[config.mk]
export PLATFORM = sky130hd
export DESIGN_NAME = button_event_classifier
export DESIGN_NICKNAME = d
export VERILOG_FILES = /design/src/rtl/button_event_pkg.sv /design/src/rtl/event_timer.sv /design/src/rtl/button_event_classifier.sv
export SDC_FILE = /design/constraint.sdc
export NUM_CORES = 1
export LEC_CHECK = 0
export ABC_AREA = 0
export CORE_MARGIN = 2
export CORE_UTILIZATION = 55
export CTS_BUF_LIST = sky130_fd_sc_hd__clkbuf_16
export DETAILED_ROUTE_END_ITERATION = 12
export PLACE_DENSITY = 0.79
export SLEW_MARGIN = 20
export SYNTH_ARGS = -nofsm -noshare
export SYNTH_HDL_FRONTEND = slang
export SYNTH_SLANG_ARGS = --single-unit
[constraint.sdc]
create_clock -name clk -period 4.1 [get_ports clk]
set_input_delay 0.82 -clock clk [delete_from_list [all_inputs] [get_ports clk]]
set_output_delay 0.82 -clock clk [all_outputs]
set_load 0.005 [all_outputs]
[src/rtl/button_event_pkg.sv]
// button_event_pkg: shared state encoding and default timing constants for the button event classifier.
package button_event_pkg;

    localparam int LONG_CYCLES_DEF = 50_000_000;
    localparam int GAP_CYCLES_DEF  = 25_000_000;
    localparam int CNT_W_DEF       = 26;

    typedef enum logic [2:0] {
        IDLE,
        PRESSED,
        LONG_HELD,
        WAIT_GAP,
        SECOND_PRESSED
    } state_t;

endpackage

[src/rtl/event_timer.sv]
// event_timer: clearable, enabled up-counter with a terminal-count compare against a supplied limit.
module event_timer #(
    parameter int CNT_W = 26
) (
    input  logic             clk,
    input  logic             reset,
    input  logic             clear,
    input  logic             enable,
    input  logic [CNT_W-1:0] limit,
    output logic [CNT_W-1:0] cnt,
    output logic             done
);

    always_ff @(posedge clk or posedge reset) begin
        if (reset)
            cnt <= '0;
        else if (clear)
            cnt <= '0;
        else if (enable)
            cnt <= cnt + 1'b1;
    end

    assign done = cnt == limit;

endmodule

[src/rtl/button_event_classifier.sv]
// button_event_classifier: classifies a debounced button into short/long/double-click pulses.
// Define DOUBLE_CLICK_EN to build the double-click path (WAIT_GAP/SECOND_PRESSED).
module button_event_classifier
    import button_event_pkg::*;
#(
    parameter int LONG_CYCLES = LONG_CYCLES_DEF,
    parameter int GAP_CYCLES  = GAP_CYCLES_DEF,
    parameter int CNT_W       = CNT_W_DEF
) (
    input  logic clk,
    input  logic reset,
    input  logic stableSignal,
    output logic shortPress,
    output logic longPress,
    output logic doubleClick,
    output logic busy
);

    state_t           state, state_n;
    logic             sigQ;
    logic             short_n, long_n, dbl_n;
    logic             enable, done;
    logic [CNT_W-1:0] cnt, limit;

    always_ff @(posedge clk or posedge reset) begin
        if (reset) begin
            sigQ        <= 1'b0;
            state       <= IDLE;
            shortPress  <= 1'b0;
            longPress   <= 1'b0;
            doubleClick <= 1'b0;
        end else begin
            sigQ        <= stableSignal;
            state       <= state_n;
            shortPress  <= short_n;
            longPress   <= long_n;
            doubleClick <= dbl_n;
        end
    end

    // Release and repress are tested before the terminal count so they win on coincidence.
    always_comb begin
        state_n = state;
        short_n = 1'b0;
        long_n  = 1'b0;
        dbl_n   = 1'b0;
        enable  = 1'b0;
        case (state)
            IDLE:
                if (sigQ) state_n = PRESSED;
            PRESSED:
                if (!sigQ) begin
`ifdef DOUBLE_CLICK_EN
                    state_n = WAIT_GAP;
`else
                    state_n = IDLE;
                    short_n = 1'b1;
`endif
                end else if (done) begin
                    state_n = LONG_HELD;
                    long_n  = 1'b1;
                end else
                    enable = 1'b1;
            LONG_HELD:
                if (!sigQ) state_n = IDLE;
`ifdef DOUBLE_CLICK_EN
            WAIT_GAP:
                if (sigQ)
                    state_n = SECOND_PRESSED;
                else if (done) begin
                    state_n = IDLE;
                    short_n = 1'b1;
                end else
                    enable = 1'b1;
            SECOND_PRESSED:
                if (!sigQ) begin
                    state_n = IDLE;
                    dbl_n   = 1'b1;
                end
`endif
            default:
                state_n = IDLE;
        endcase
    end

    assign limit = (state == PRESSED) ? CNT_W'(LONG_CYCLES - 1) : CNT_W'(GAP_CYCLES - 1);
    assign busy  = state != IDLE;

    event_timer #(.CNT_W(CNT_W)) u_timer (
        .clk    (clk),
        .reset  (reset),
        .clear  (state_n != state),
        .enable (enable),
        .limit  (limit),
        .cnt    (cnt),
        .done   (done)
    );

endmodule

==> run metrics <==
Clock Latency Late Sink 0.27 ns; Slew Limit Headroom 0.508; register bit total from synthesis 32; drt drc 0; hold buffer count at CTS 0; Sink Count 32; Post-synth EDFFs 0; via density per instance ~6.3; total CTS buffers 5; DIE HEIGHT about 63 um; Tmin final 2.52 ns; HP Start u_timer.cnt[22]; Seq/Total Area, Yosys 0.415; Cell Area, Placed 1950 um^2; I/O Pins 7; ys flop type dfrtp_1; RePlAce Congestion approximately 0.86; port bufs 5; GRT Overall Usage 0.224; final hold slack roughly 0.54 ns; layout cells sized above 1 0.157; Core Region between 3000 and 4000 um^2; Final Skew approximately 0.0018 ns; ANT nets after route 0; initial antenna violation count 0; Worst setup startpoint u_timer.cnt[15]; syn_area_per_cell 9.86 um^2; hold path depth 2; post-layout util 0.620; Power, Total between 0.6 and 0.7 mW; P per Cell Area between 300 and 400 nW/um^2; Hold/Removal Path Class flop to flop; status finished clean; Synth async-reset ratio 1.00; # diodes 0; critical path type flop to flop; number of global-route vias before repair ~1.5k; Avg WL per Cell 16.2 um; cell area after layout roughly 2100 um^2; Fmax achieved approximately 0.40 GHz; setup violators final 0; first-pass GRT wire length ~6900 um; Synth warnings 0; H-tree depth 2; TNS Setup 0 ns; Setup crit start kind flop; Critical R2R Launch u_timer.cnt[15]; DR vias approximately 1.5k; Max clock buf depth 2; post-synth cell types 50; Max-cap violations 0; period utilisation layout 0.613; leakage ~0.8 nW; CP Capture Type flop; Slew @ Worst Pin 0.731 ns; Post-Synthesis Cells a little under 200; WP data required around 4.2 ns; post-CTS setup buffers 0; num rows 21; CTS tree yes; fill count 294; Slew Limit Fails 0; die area about 4000 um^2; First DRT Iteration DRCs 49; RSZ-0062 raised after global routing false; final net count around 200; Worst-path clk slew approximately 0.05 ns; Critical Path AT 2.64 ns; GRT overflow 0; Peak VDD IR 0.000341 V; hpwl dp about 2700 um; Root Driver clkbuf_16; largest net degree at the start of global routing 33; # resized after CTS 0; Detailed Route WL 3960 um; Layout area overhead 7.97%; Die X around 63 um; crit path max fanout 23; Netlist Area Pre-Place around 1900 um^2; Initial Util 0.574; first-pass detailed-route iteration total 4; Worst Reg2Reg Path Length in Cells 5; final hold vios 0
## path summary, 6_finish.rpt
path	to	slack, ns
worst max register to register	u_timer.cnt[19]	1.58
min in group asynchronous	sigQ	0.96
worst max-delay path	u_timer.cnt[19]	1.58
worst min-delay path	u_timer.cnt[22]	0.54
worst min register to register	u_timer.cnt[22]	0.54
max in group asynchronous	u_timer.cnt[13]	2.71
## worst max-delay path: stages, from the launching register on
cell and delay [ns]:
dfrtp_1 0.46, or4b_4 0.59, nor4_4 0.34, o211ai_4 0.20
a21oi_4 0.65, nor2_1 0.13
## logic make-up (layout without fill, tap and decap cells)
kind of cell | count (synthesis) | after routing | share of synthesized area
other | 1 | 2 | 0.00194
and+or+nand+nor | 97 | 97 | 0.318
adders and majority gates | 1 | 1 | 0.00648
AOI/OAI and AO/OA | 35 | 35 | 0.139
xor gates and xnor gates | 12 | 12 | 0.0544
muxes | 1 | 1 | 0.00518
buffers and inverters | 17 | 18 | 0.0609
DFF | 32 | 32 | 0.415
## sequential cells by signal, indices dropped and copies added, names as in the netlist
| signal | flops |
|---|---|
| longPress | 1 |
| sigQ | 1 |
| u_timer.cnt | 26 |
| state | 3 |
| shortPress | 1 |
## area by class of cell
class | instances | area, um^2 | share of cell area
multi-input cells | 148 | 1020 | 0.488
inverters | 5 | 18.8 | 0.00900
clock inverters | 2 | 8.76 | 0.00420
well taps | 46 | 57.6 | 0.0276
clock buffers | 5 | 125 | 0.0600
flip-flops and latches | 32 | 801 | 0.384
repair buffers | 6 | 57.6 | 0.0276
## layer usage
layer,track usage,up-vias,part of all wire
met2,0.375,52,0.51
met3,0.0607,13,0.048
li1,-,719,-
met1,0.283,753,0.42
met4,0.0679,0,0.024
met5,0,-,0
## synth_stat cells (2+ instances only)
cell	count	area share
nor4_2	2	0.013
o211a_1	2	0.010
nand2b_1	2	0.0065
clkbuf_1	2	0.0039
nand4_1	9	0.029
nor2b_1	2	0.0065
buf_6	4	0.023
a21oi_2	7	0.032
nor4_4	2	0.022
dfrtp_1	32	0.41
a21oi_1	7	0.018
o21ai_1	5	0.013
or3_2	3	0.012
or4_2	3	0.014
buf_2	3	0.0078
nand3_1	16	0.041
nor2_1	21	0.041
inv_1	5	0.0097
xor2_1	12	0.054
o31ai_1	6	0.023
nand2_1	9	0.017
or3_1	2	0.0065
or4bb_1	2	0.012
or4_1	4	0.016
a31oi_1	2	0.0065
and3_1	3	0.0097
nor3_1	4	0.010
nand3b_1	3	0.012
## through the flow
step,setup slack (ns),cells
6_report,1.58,244
4_1_cts,1.59,244
5_1_grt,1.43,244
3_5_place_dp,1.61,237
2_1_floorplan,2.01,197
3_3_place_gp,1.71,237
## where the power goes
group	internal [mW]	switching [mW]	total (mW)
logic	0.00786	0.0179	0.0258
clock network	0.217	0.123	0.341
registers	0.318	0.00333	0.322
## cells in the final DEF, fill, tap and decap left out, types with 2 or more instances in the layout
master	instances
a21oi_1	7
a21oi_2	7
a31oi_1	2
and3_1	3
clkbuf_16	5
clkdlybuf4s50_1	5
conb_1	2
dfrtp_1	32
inv_1	5
nand2_1	9
nand2b_1	2
nand3_1	16
nand3b_1	3
nand4_1	9
nor2_1	21
nor2b_1	2
nor3_1	4
nor4_2	2
nor4_4	2
o211a_1	2
o21ai_1	5
o31ai_1	6
or3_1	2
or3_2	3
or4_1	4
or4_2	3
or4bb_1	2
xor2_1	12
No activity file was read; power rests on OpenSTA's default activity.
